[src/rtl/prbs_link_test_ctrl.sv]
// PRBS link test sequencer: seeds the generator, waits for checker lock, runs N frames counting errors.
// Optional error injection (INJ_REQ -> PRBS_INJ) is built when PRBS_ERR_INJ_EN is defined.
module prbs_link_test_ctrl #(
  parameter int unsigned SEED_CYC = 8,
  parameter int unsigned LOCK_TMO = 1024
) (
  input  logic        clk_i,
  input  logic        rst_i,
  input  logic        start_i,
  input  logic        abort_i,
  input  logic [31:0] test_len_i,
  input  logic        rx_lock_i,
  input  logic        rx_err_i,
`ifdef PRBS_ERR_INJ_EN
  input  logic        inj_req_i,
  output logic        prbs_inj_o,
`endif
  output logic        prbs_rst_o,
  output logic        prbs_en_o,
  output logic        busy_o,
  output logic        done_o,
  output logic        pass_o,
  output logic        lock_fail_o,
  output logic [31:0] frm_cnt_o,
  output logic [15:0] err_cnt_o
);

  localparam int unsigned CYC_W = 32;
  localparam int unsigned FRM_W = 32;
  localparam int unsigned ERR_W = 16;

  typedef enum logic [2:0] {
    ST_IDLE,
    ST_SEED,
    ST_LOCK,
    ST_RUN,
    ST_DONE
  } state_e;

  state_e            state_q;
  logic [CYC_W-1:0]  cyc_q;
  logic [FRM_W-1:0]  len_q;
  logic [FRM_W-1:0]  frm_q, frm_d;
  logic [ERR_W-1:0]  err_q, err_d;
  logic              prbs_rst_q, prbs_en_q, busy_q, done_q, pass_q, lock_fail_q;

  // Next frame/error counts for the current RUN cycle; errors saturate.
  always_comb begin
    frm_d = frm_q + FRM_W'(1);
    err_d = err_q;
    if ((rx_err_i || !rx_lock_i) && (err_q != {ERR_W{1'b1}})) begin
      err_d = err_q + ERR_W'(1);
    end
  end

  always_ff @(posedge clk_i or posedge rst_i) begin
    if (rst_i) begin
      state_q     <= ST_IDLE;
      cyc_q       <= '0;
      len_q       <= '0;
      frm_q       <= '0;
      err_q       <= '0;
      prbs_rst_q  <= 1'b0;
      prbs_en_q   <= 1'b0;
      busy_q      <= 1'b0;
      done_q      <= 1'b0;
      pass_q      <= 1'b0;
      lock_fail_q <= 1'b0;
    end else if (abort_i) begin
      // Counts are kept for readback after an abort.
      state_q     <= ST_IDLE;
      prbs_rst_q  <= 1'b0;
      prbs_en_q   <= 1'b0;
      busy_q      <= 1'b0;
      done_q      <= 1'b0;
      pass_q      <= 1'b0;
      lock_fail_q <= 1'b0;
    end else begin
      case (state_q)
        ST_IDLE, ST_DONE: begin
          if (start_i) begin
            state_q     <= ST_SEED;
            len_q       <= test_len_i;
            frm_q       <= '0;
            err_q       <= '0;
            cyc_q       <= CYC_W'(SEED_CYC - 1);
            prbs_rst_q  <= 1'b1;
            prbs_en_q   <= 1'b0;
            busy_q      <= 1'b1;
            done_q      <= 1'b0;
            pass_q      <= 1'b0;
            lock_fail_q <= 1'b0;
          end
        end
        ST_SEED: begin
          if (cyc_q == '0) begin
            state_q    <= ST_LOCK;
            cyc_q      <= CYC_W'(LOCK_TMO - 1);
            prbs_rst_q <= 1'b0;
            prbs_en_q  <= 1'b1;
          end else begin
            cyc_q <= cyc_q - CYC_W'(1);
          end
        end
        ST_LOCK: begin
          if (rx_lock_i) begin
            if (len_q == '0) begin
              state_q   <= ST_DONE;
              prbs_en_q <= 1'b0;
              busy_q    <= 1'b0;
              done_q    <= 1'b1;
              pass_q    <= (err_q == '0) && !lock_fail_q;
            end else begin
              state_q <= ST_RUN;
            end
          end else if (cyc_q == '0) begin
            state_q     <= ST_DONE;
            prbs_en_q   <= 1'b0;
            busy_q      <= 1'b0;
            done_q      <= 1'b1;
            pass_q      <= 1'b0;
            lock_fail_q <= 1'b1;
          end else begin
            cyc_q <= cyc_q - CYC_W'(1);
          end
        end
        ST_RUN: begin
          frm_q <= frm_d;
          err_q <= err_d;
          // Final count and DONE land on the same edge.
          if (frm_d == len_q) begin
            state_q   <= ST_DONE;
            prbs_en_q <= 1'b0;
            busy_q    <= 1'b0;
            done_q    <= 1'b1;
            pass_q    <= (err_d == '0) && !lock_fail_q;
          end
        end
        default: begin
          state_q <= ST_IDLE;
        end
      endcase
    end
  end

`ifdef PRBS_ERR_INJ_EN
  logic inj_req_q, prbs_inj_q;

  // One-cycle inject pulse for a request rising edge seen in RUN.
  always_ff @(posedge clk_i or posedge rst_i) begin
    if (rst_i) begin
      inj_req_q  <= 1'b0;
      prbs_inj_q <= 1'b0;
    end else begin
      inj_req_q  <= inj_req_i;
      prbs_inj_q <= (state_q == ST_RUN) && !abort_i && inj_req_i && !inj_req_q;
    end
  end

  assign prbs_inj_o = prbs_inj_q;
`endif

  assign prbs_rst_o  = prbs_rst_q;
  assign prbs_en_o   = prbs_en_q;
  assign busy_o      = busy_q;
  assign done_o      = done_q;
  assign pass_o      = pass_q;
  assign lock_fail_o = lock_fail_q;
  assign frm_cnt_o   = frm_q;
  assign err_cnt_o   = err_q;

endmodule

[config.mk]
export PLATFORM = sky130hd
export DESIGN_NAME = prbs_link_test_ctrl
export DESIGN_NICKNAME = d
export VERILOG_FILES = /design/src/rtl/prbs_link_test_ctrl.sv
export SDC_FILE = /design/constraint.sdc
export NUM_CORES = 1
export LEC_CHECK = 0
export ABC_AREA = 1
export BUFFER_PORTS_ARGS = -buffer_cell sky130_fd_sc_hd__buf_2
export CORE_ASPECT_RATIO = 1.75
export CORE_MARGIN = 2
export CORE_UTILIZATION = 50
export CTS_CLUSTER_SIZE = 24
export DETAILED_ROUTE_END_ITERATION = 8
export PLACE_DENSITY_LB_ADDON = 0.1
export SLEW_MARGIN = 20
export SYNTH_ARGS = -nofsm -noshare
export SYNTH_HDL_FRONTEND = slang
export SYNTH_SLANG_ARGS = --single-unit
[constraint.sdc]
create_clock -name clk_i -period 3.2 [get_ports clk_i]
set_input_delay 0.32 -clock clk_i [delete_from_list [all_inputs] [get_ports clk_i]]
set_output_delay 0.32 -clock clk_i [all_outputs]
set_load 0.02 [all_outputs]
==> results of run 1 <==
[final timing paths]
| path | end | start | slack [ns] | cells past startpoint |
|---|---|---|---|---|
| max | pass_o | err_cnt_o[1] | 0.28 | 15 |
| min | err_cnt_o[10] | rst_i | 0.0007 | 2 |
| max reg2reg | pass_o | err_cnt_o[1] | 0.28 | 15 |
| min reg2reg | cyc_q[27] | cyc_q[27] | 0.52 | 1 |
| max in group asynchronous | len_q[31] | rst_i | 2.40 | 3 |
| min in group clk_i | len_q[3] | test_len_i[3] | 0.14 | 2 |
[state kept, by name, indices dropped and copies added (netlist names)]
signal	cells
lock_fail_o	1
prbs_rst_o	1
prbs_en_o	1
err_cnt_o	16
cyc_q	32
busy_o	1
pass_o	1
done_o	1
state_q	3
len_q	32
frm_cnt_o	32
[cell type report]
cell class	instances	area share
timing repair buffer	99	0.0584
sequential	121	0.327
inverter	155	0.0632
tap	186	0.0251
clock buffer	19	0.0489
multi-input combinational	902	0.456
clock inverter	13	0.0208
[cell usage after synthesis (2+ instances only)]
master	number
o21ai_0	67
mux2_2	2
nand2_4	5
clkbuf_1	13
nand4_1	21
dfrtp_1	121
a21oi_1	53
nor4_1	7
xnor2_1	2
o21a_1	3
nor2_8	3
ha_1	4
inv_2	5
xor2_1	16
nor2_1	180
inv_1	150
nand3_1	108
nand3_2	3
o22ai_1	17
nor2_4	7
nand2_2	7
nor2_2	4
buf_2	4
buf_1	4
nand2_1	347
o21ai_1	8
nor3_1	25
a31oi_1	3
[metrics by stage]
stage | cell area, um2 | std cells | setup WS (ns)
4_1_cts | 9260 | 1495 | 0.375
3_3_place_gp | 8610 | 1463 | 0.381
2_1_floorplan | 7930 | 1200 | 0.994
5_1_grt | 9260 | 1495 | 0.0654
6_report | 9260 | 1495 | 0.277
3_5_place_dp | 8610 | 1463 | 0.408
[power groups by stage]
stage	clock network (W)	logic [W]	registers, W
2_1_floorplan	0	0.00221	0.00228
3_3_place_gp	0	0.00300	0.00233
3_5_place_dp	0	0.00303	0.00234
4_1_cts	0.00213	0.00307	0.00232
5_1_grt	0.00219	0.00351	0.00238
6_report	0.00211	0.00308	0.00233
[worst max-delay path, stage by stage, from the launching register on]
cell	delay (ns)
dfrtp_1	0.42
ha_1	0.31
nand2_2	0.11
nor2_4	0.16
nand2_2	0.10
o21ai_4	0.44
inv_2	0.25
nand2_1	0.11
o21ai_0	0.12
nor2_1	0.11
nand2_1	0.07
nor2_1	0.23
nand4_1	0.12
a21oi_1	0.19
nand2_1	0.07
nand2_1	0.06
[routing by layer]
metal  part of all wire  up-vias
li1                   -     4065
met1               0.37     3782
met2               0.52      284
met3              0.042       93
met4              0.062        0
met5                  0        -
[logic make-up (layout without fill, tap and decap cells)]
kind of cell / after synthesis / in the layout / share of synthesized area
fa+ha+maj: 4 / 4 / 0.00631
flops: 121 / 121 / 0.382
simple gates: 721 / 721 / 0.397
xor+xnor: 18 / 18 / 0.0199
buf+inv: 177 / 286 / 0.0854
compound gates: 157 / 157 / 0.107
mux: 2 / 2 / 0.00284
==> run_results.csv, run 1 <==
group,metric,value,unit
sta,worstMarginPinSlew,0.671,ns
worst_setup_path,required,3.55,ns
sta,final_hold_viol_count,0,
power_and_ir_drop,p_seq_frac,0.309,
sta,skew,0.0123,ns
logic_synthesis,synth.largest_area_cell,"dfrtp_1",
sta,min_period_over_period,0.914,
global_routing,grt_usage,0.294,
routing,routedWlPerCell,16.1,um
routing,via_count,8224,
logic_synthesis,netlist_top_cells_area,"dfrtp_1 38%, nand2_1 16%, nor2_1 8.5%, inv_1 7.1%, nand3_1 6.8%",
finish,layout_commonest_cell,"nand2_1",
finish,final_cell_mix,"346 x nand2_1, 179 x nor2_1, 149 x inv_1",
finish,final_core_util,0.599,
routing,drc,0,
clock_tree,cts_buffer_depth,2,
hold_path,hp-class,"primary input to async pin",
global_routing,use_met2,0.529,
global_routing,antenna_found_initial,0,
clock_tree,postCtsSetupBuffers,0,
sta,setup_tns,0,ns
power_and_ir_drop,switching_share,0.433,
global_routing,grt_pass1_wl,39300,um
power_and_ir_drop,clkPwrFrac,0.281,
power_and_ir_drop,p_total,0.00752,W
power_and_ir_drop,power_switching,0.00325,W
power_and_ir_drop,ir_worst_vdd,0.000395,V
worst_setup_path,cp_max_fo,16,
finish,final_layout_size_suffix_gt1_frac,0.132,
power_and_ir_drop,p_int,0.00426,W
power_and_ir_drop,comb_power_share,0.410,
logic_synthesis,syn_nets,1242,
placement,dp_hpwl,18000,um
clock_tree,cts_resized,0,
floorplan,die_area,16900,um2
worst_setup_path,start_kind,"flip-flop",
logic_synthesis,synth_warnings,0,
sta,relSlewSlack,0.552,
worst_setup_path,worstSetupPathType,"flip-flop to flip-flop",
power_and_ir_drop,p_leak,4.76,nW
floorplan,start_util,0.513,
routing,drt_iter0_drc,435,
placement,io_buffer_count,91,
clock_tree,cts-root-buf,"clkbuf_16",
logic_synthesis,synth_top_area_share,0.382,
clock_tree,htreeDepth,4,
power_and_ir_drop,p_per_area,812,nW/um2
sta,layout_min_cycle_time,2.92,ns
global_routing,met3_usage,0.0429,
clock_tree,ctsHoldBuffers,0,
global_routing,grt_pass1_vias,8130,
floorplan,rows,60,
routing,drt-total-wl,24100,um
global_routing,grt_max_degree,53,
floorplan,io-pin-count,92,
floorplan,core_area,15500,um2
floorplan,fp.dieH,171,um
logic_synthesis,ys_ff_latch,121,
logic_synthesis,synth_enable_flop_cells,0,
sta,whs,0.000709,ns
finish,syn_to_final_growth,16.8,%
routing,via_per_inst,5.50,
logic_synthesis,syn_area_per_cell,6.61,um2
sta,slew_violations,0,
routing,first_pass_iters,7,
logic_synthesis,synth_flop_cell,"dfrtp_1",
worst_setup_path,end_kind,"flip-flop",
logic_synthesis,yosysSeqAreaShare,0.382,
clock_tree,clk_latency,0.42,ns
sta,max_freq,342,MHz
finish,fill_cells,1543,
placement,gp_congestion,0.936,
logic_synthesis,syn_inst,1200,
routing,detail-route-antenna-nets,0,
clock_tree,cts.sinks,121,
logic_synthesis,synthArstFlopShare,1.00,
finish,finalNetCount,1338,
global_routing,gr-total-overflow,0,
finish,seq_area,3030,um2
finish,diodes,0,
global_routing,busiest_layer,"met2",
clock_tree,cts_tree,"yes",
finish,multi_input_area,4230,um2
floorplan,die-width,99.2,um
clock_tree,clk_pin_slew,0.06,ns
clock_tree,cts_buffers,17,
sta,setup_viol,0,
logic_synthesis,synth_area,7930,um2
worst_setup_path,worstPathArrival,3.27,ns
logic_synthesis,yosysUniqueCellTypes,39,
global_routing,grtUsageMet1,0.320,
run,drv_cap,0,
sta,rsz0062_at_grt,"no",
run_status,status,"finished, final reports clean",
Power figures use the tool's default switching activity.
==> inputs of run 2 (changes only) <==
--- a/config.mk
+++ b/config.mk
@@ -6,7 +6,7 @@
 export NUM_CORES = 1
 export LEC_CHECK = 0
 export ABC_AREA = 1
-export BUFFER_PORTS_ARGS = -buffer_cell sky130_fd_sc_hd__buf_2
+export BUFFER_PORTS_ARGS = -buffer_cell sky130_fd_sc_hd__clkbuf_2
 export CORE_ASPECT_RATIO = 1.75
 export CORE_MARGIN = 2
 export CORE_UTILIZATION = 50
==> run 2 against run 1 <==
Compared with the run above:
- critical path depth is the same
- core utilization shrank 0.34 points
- register-to-register slack gained 0.16 ns
- critical path type unchanged
==> run_results.csv, run 2 (same netlist as run 1, synthesis figures left out) <==
group,metric,value,unit
sta,rsz0062_at_grt,"no",
power_and_ir_drop,p_per_area,796,nW/um2
power_and_ir_drop,ir_worst_vdd,0.000423,V
routing,drt_iter0_drc,385,
sta,slew_violations,0,
routing,via_count,8173,
floorplan,die-width,99.2,um
clock_tree,htreeDepth,4,
worst_setup_path,cp_max_fo,16,
hold_path,hp-class,"primary input to async pin",
floorplan,core_area,15500,um2
global_routing,grt_max_degree,122,
sta,setup_viol,0,
routing,first_pass_iters,5,
power_and_ir_drop,p_total,0.00733,W
floorplan,rows,60,
worst_setup_path,cp.depth,15,
worst_setup_path,reg2regPathDepth,15,
routing,drc,0,
placement,gp_congestion,0.939,
sta,final_hold_viol_count,0,
worst_setup_path,critPathTopFamily,"simple AND/OR/NAND/NOR gates",
worst_setup_path,rr_startpoint,"err_cnt_o[1]",
floorplan,start_util,0.513,
worst_setup_path,worstReg2RegEnd,"pass_o",
routing,drt-total-wl,23500,um
worst_setup_path,end_kind,"flip-flop",
sta,relSlewSlack,0.559,
finish,layout_commonest_cell,"nand2_1",
finish,diodes,0,
worst_setup_path,worstSetupPathType,"flip-flop to flip-flop",
sta,min_period_over_period,0.863,
finish,finalNetCount,1338,
clock_tree,clk_latency,0.42,ns
finish,final_cell_mix,"346 x nand2_1, 179 x nor2_1, 149 x inv_1",
finish,fill_cells,1500,
clock_tree,cts_buffers,17,
run_status,status,"finished, final reports clean",
routing,routedWlPerCell,15.7,um
finish,final_layout_size_suffix_gt1_frac,0.131,
routing,detail-route-antenna-nets,0,
clock_tree,ctsHoldBuffers,0,
worst_setup_path,cp_num_buf_inv,1,
global_routing,grt_usage,0.284,
clock_tree,cts.sinks,121,
global_routing,grt_pass1_vias,7976,
power_and_ir_drop,p_leak,4.70,nW
worst_setup_path,cp_cell_sequence,"ha_1, nand2_2, nor2_4, nand2_2, o21ai_4, inv_2, nand2_1, o21ai_0, nor2_1, nand2_1, nor2_1, nand4_1, a21oi_1, nand2_1, nand2_1",
placement,io_buffer_count,91,
worst_setup_path,required,3.55,ns
worst_setup_path,start_kind,"flip-flop",
worst_setup_path,cp_slowest_stage_delay,0.42,ns
worst_setup_path,r2r_setup_slack,0.44,ns
global_routing,grt_pass1_wl,38000,um
worst_setup_path,worstPathArrival,3.11,ns
clock_tree,cts-root-buf,"clkbuf_16",
clock_tree,postCtsSetupBuffers,0,
finish,syn_to_final_growth,16.1,%
sta,fin_ws,0.439,ns
routing,via_per_inst,5.47,
global_routing,antenna_found_initial,0,
floorplan,fp.dieH,171,um
sta,layout_min_cycle_time,2.76,ns
clock_tree,cts_buffer_depth,2,
clock_tree,cts_resized,0,
clock_tree,clk_pin_slew,0.06,ns
sta,skew,0.0130,ns
sta,setup_tns,0,ns
worst_setup_path,critPathSlowestCell,"dfrtp_1",
clock_tree,cts_tree,"yes",
global_routing,gr-total-overflow,0,
worst_setup_path,crit_top_cell,"nand2_1",
finish,final_core_util,0.595,
placement,pre_cts_ws,0.443,ns
floorplan,io-pin-count,92,
run,drv_cap,0,
sta,max_freq,362,MHz
floorplan,die_area,16900,um2
placement,dp_hpwl,17700,um
sta,worstMarginPinSlew,0.661,ns
run 2: cell count changes in the layout (fill, tap and decap cells not counted):
cell | previous run | this run
buf_4 | 6 | 7
bufinv_16 | 4 | 3
buf_12 | 2 | 1
clkinvlp_4 | 3 | 4
buf_2 | 91 | 0
clkinv_4 | 5 | 1
clkinv_2 | 1 | 3
clkbuf_1 | 0 | 2
clkbuf_2 | 0 | 91
run 2: worst reg2reg max path, cell delays in order, from the launching register on:
cell	delay [ns]
dfrtp_1	0.42
ha_1	0.31
nand2_2	0.11
nor2_4	0.15
nand2_2	0.10
o21ai_4	0.40
inv_2	0.23
nand2_1	0.11
o21ai_0	0.11
nor2_1	0.11
nand2_1	0.07
nor2_1	0.17
nand4_1	0.10
a21oi_1	0.18
nand2_1	0.07
nand2_1	0.06
run 2: layer usage:
metal  GRT usage  wire length, um  part of all wire
met5           0                0                 0
met4       0.179             1490             0.063
met3      0.0421             1030             0.044
met2       0.516            12400              0.53
met1       0.302             8610              0.37
run 2: power by group:
part / internal [W] / switching, W / total (W)
clock: 0.00127 / 0.000726 / 0.00199
sequential: 0.00196 / 0.000359 / 0.00232
combinational: 0.000953 / 0.00207 / 0.00302
total: 0.00418 / 0.00315 / 0.00733
run 2: worst max-delay path by stage:
| stage | startpoint | end | slack, ns |
|---|---|---|---|
| finish | err_cnt_o[1] | pass_o | 0.44 |
| global route | err_cnt_o[1] | pass_o | 0.05 |
| CTS | err_cnt_o[1] | pass_o | 0.42 |
| detailed placement | err_cnt_o[1] | pass_o | 0.44 |
| global placement | err_cnt_o[1] | pass_o | 0.47 |
| floorplan | err_cnt_o[1] | pass_o | 0.99 |
run 2: area by class of cell:
type | instances | area, um2 | share of cell area
multi-input combinational | 902 | 4230 | 0.459
sequential | 121 | 3030 | 0.329
inverter | 155 | 586 | 0.0636
timing repair buffer | 99 | 528 | 0.0574
clock buffer | 21 | 460 | 0.0500
tap | 186 | 233 | 0.0253
clock inverter | 11 | 145 | 0.0158
run 2: through the flow:
stage / area (um2) / std cells / hold WS, ns
floorplan: 7930 / 1200 / 0.457
global placement: 8600 / 1463 / 0.466
detailed placement: 8600 / 1463 / 0.473
CTS: 9210 / 1495 / 0.124
global route: 9210 / 1495 / 0.141
finish: 9210 / 1495 / 0.0852
==> inputs of run 3 (changes only) <==
--- a/config.mk
+++ b/config.mk
@@ -7,9 +7,11 @@
 export LEC_CHECK = 0
 export ABC_AREA = 1
 export BUFFER_PORTS_ARGS = -buffer_cell sky130_fd_sc_hd__clkbuf_2
+export CELL_PAD_IN_SITES_DETAIL_PLACEMENT = 1
+export CELL_PAD_IN_SITES_GLOBAL_PLACEMENT = 2
 export CORE_ASPECT_RATIO = 1.75
 export CORE_MARGIN = 2
-export CORE_UTILIZATION = 50
+export CORE_UTILIZATION = 29
 export CTS_CLUSTER_SIZE = 24
 export DETAILED_ROUTE_END_ITERATION = 8
 export PLACE_DENSITY_LB_ADDON = 0.1
==> run 3 against run 2 <==
Compared with the run above:
- cell area rose by 3.2%
- register-to-register slack improved by 0.14 ns
- combinational power rose by 6%
- sequential share of layout area fell by 1.0 points
- flip-flop and latch count did not move
- first-iteration DRC count fell by 0.52%
- die area rose by 70%
- worst hold slack improved by 0.028 ns
- cell count rose by 13%
- routed wire length rose by 27%
- total power rose by 3.2%
- setup slack improved by 0.14 ns
- critical path type unchanged
==> run_results.csv, run 3 (same netlist as run 1, synthesis figures left out) <==
group,metric,value,unit
worst_setup_path,crit_top_cell,"nand2_1",
sta,setup_tns,0,ns
finish,final_cell_mix,"345 x nand2_1, 179 x nor2_1, 149 x inv_1",
finish,final_area,9510,um2
floorplan,rows,80,
finish,multi_input_area,4230,um2
clock_tree,clk_pin_slew,0.05,ns
run,drv_cap,0,
worst_setup_path,r2r_setup_slack,0.58,ns
sta,relSlewSlack,0.576,
sta,skew,0.00791,ns
worst_setup_path,critPathSlowestCell,"dfrtp_1",
floorplan,fp.dieH,223,um
global_routing,grt_pass1_wl,47600,um
routing,routedWlPerCell,17.6,um
finish,final_layout_size_suffix_gt1_frac,0.135,
hold_path,hp-start,"test_len_i[3]",
finish,seq_area,3030,um2
global_routing,gr-total-overflow,0,
routing,detail-route-antenna-nets,0,
placement,dp_cells,1653,
finish,syn_to_final_growth,19.9,%
run_status,status,"finished, final reports clean",
global_routing,grt_max_degree,78,
placement,pre_cts_ws,0.298,ns
worst_setup_path,required,3.57,ns
routing,via_per_inst,4.85,
finish,layout_commonest_cell,"nand2_1",
worst_setup_path,worstReg2RegEnd,"cyc_q[14]",
power_and_ir_drop,p_per_area,796,nW/um2
power_and_ir_drop,comb_power_share,0.424,
sta,max_freq,381,MHz
routing,drc,0,
routing,first_pass_iters,4,
power_and_ir_drop,clkPwrFrac,0.269,
power_and_ir_drop,p_leak,4.75,nW
hold_path,hold_depth,2,
hold_path,hp-class,"primary input to flip-flop",
sta,rsz0062_at_grt,"no",
global_routing,grt_pass1_vias,8822,
sta,min_period_over_period,0.820,
worst_setup_path,start_kind,"flip-flop",
worst_setup_path,worstPathArrival,2.99,ns
finish,finalNetCount,1346,
placement,dp_hpwl,23200,um
hold_path,min_to,"len_q[3]",
clock_tree,htreeDepth,4,
power_and_ir_drop,switching_share,0.442,
placement,io_buffer_count,91,
worst_setup_path,reg2regPathDepth,14,
clock_tree,clk_latency,0.44,ns
clock_tree,cts-root-buf,"clkbuf_16",
worst_setup_path,rr_startpoint,"cyc_q[0]",
sta,fin_ws,0.576,ns
placement,dpl-instance-area,8890,um2
routing,via_count,8179,
power_and_ir_drop,p_total,0.00757,W
sta,slew_violations,0,
worst_setup_path,cp_max_fo,14,
global_routing,grt_usage,0.218,
power_and_ir_drop,p_int,0.00423,W
sta,setup_viol,0,
floorplan,core_area,27100,um2
finish,final_cells,1685,
worst_setup_path,end_kind,"flip-flop",
global_routing,antenna_found_initial,0,
power_and_ir_drop,p_seq_frac,0.307,
worst_setup_path,cp_slowest_stage_delay,0.35,ns
sta,layout_min_cycle_time,2.62,ns
floorplan,start_util,0.292,
power_and_ir_drop,power_switching,0.00334,W
clock_tree,cts_tree,"yes",
worst_setup_path,worstSetupPathType,"flip-flop to flip-flop",
sta,worstMarginPinSlew,0.635,ns
finish,fill_cells,3510,
floorplan,die-width,129,um
floorplan,io-pin-count,92,
worst_setup_path,cp_cell_sequence,"inv_1, ha_1, nand2_1, nor3_1, nand2_1, nor2_1, a31oi_1, nand2_2, inv_2, nand2_1, inv_2, nand2_1, o21ai_0, a21oi_1",
sta,final_hold_viol_count,0,
clock_tree,cts.sinks,121,
routing,drt_iter0_drc,383,
clock_tree,cts_buffers,17,
clock_tree,cts_buffer_depth,2,
routing,drt-total-wl,29700,um
finish,diodes,0,
power_and_ir_drop,ir_worst_vdd,0.000402,V
floorplan,die_area,28700,um2
placement,gp_congestion,0.834,
==> run 3: final cells by class <==
| class | count | share of cell area |
|---|---|---|
| Timing Repair Buffer | 107 | 0.0621 |
| Multi-Input combinational cell | 902 | 0.445 |
| Clock inverter | 8 | 0.0124 |
| Sequential cell | 121 | 0.319 |
| Inverter | 155 | 0.0616 |
| Tap cell | 369 | 0.0486 |
| Clock buffer | 23 | 0.0513 |
==> run 3: routing by layer <==
metal | vias to the layer above | part of all wire | track usage
met5 | - | 0 | 0
met4 | 0 | 0.040 | 0.100
met3 | 48 | 0.020 | 0.0344
met2 | 118 | 0.55 | 0.417
met1 | 3949 | 0.39 | 0.226
li1 | 4064 | - | -
==> run 3: power by group through the flow <==
stage	registers, W	logic, W	clock network, W
after floorplan	0.00228	0.00221	0
after global placement	0.00235	0.00326	0
after detailed placement	0.00235	0.00327	0
after CTS	0.00233	0.00329	0.00210
after global routing	0.00239	0.00370	0.00215
final	0.00233	0.00321	0.00204
==> run 3: repair_timing <==
action                                  4_1_cts  5_1_grt
buffers inserted                              0        0
endpoints found under the hold margin        21        0
hold buffers                                  1        0
resized for setup                             0        1
endpoints found under the setup margin        0        4
==> run 3: worst max path at each step <==
stage,from,endpoint,slack (ns)
5_1_grt,cyc_q[0],cyc_q[15],0.16
6_report,cyc_q[0],cyc_q[14],0.58
3_5_place_dp,cyc_q[0],cyc_q[14],0.30
4_1_cts,cyc_q[0],cyc_q[14],0.30
2_1_floorplan,err_cnt_o[1],pass_o,0.99
3_3_place_gp,cyc_q[0],cyc_q[30],0.37
==> run 3: worst max-delay path: cells and delay by family (launching register included) <==
| kind | cells | cell delay (ns) |
|---|---|---|
| compound gates | 3 | 0.36 |
| fa+ha+maj | 1 | 0.20 |
| buf+inv | 3 | 0.35 |
| flops | 1 | 0.35 |
| simple gates | 7 | 1.28 |
==> run 3: per-stage QoR <==
step                hold WS [ns]  utilization
finish                     0.113        0.350
global route               0.107        0.350
CTS                       0.0887        0.350
detailed placement         0.430        0.328
global placement           0.418        0.328
floorplan                  0.457            -
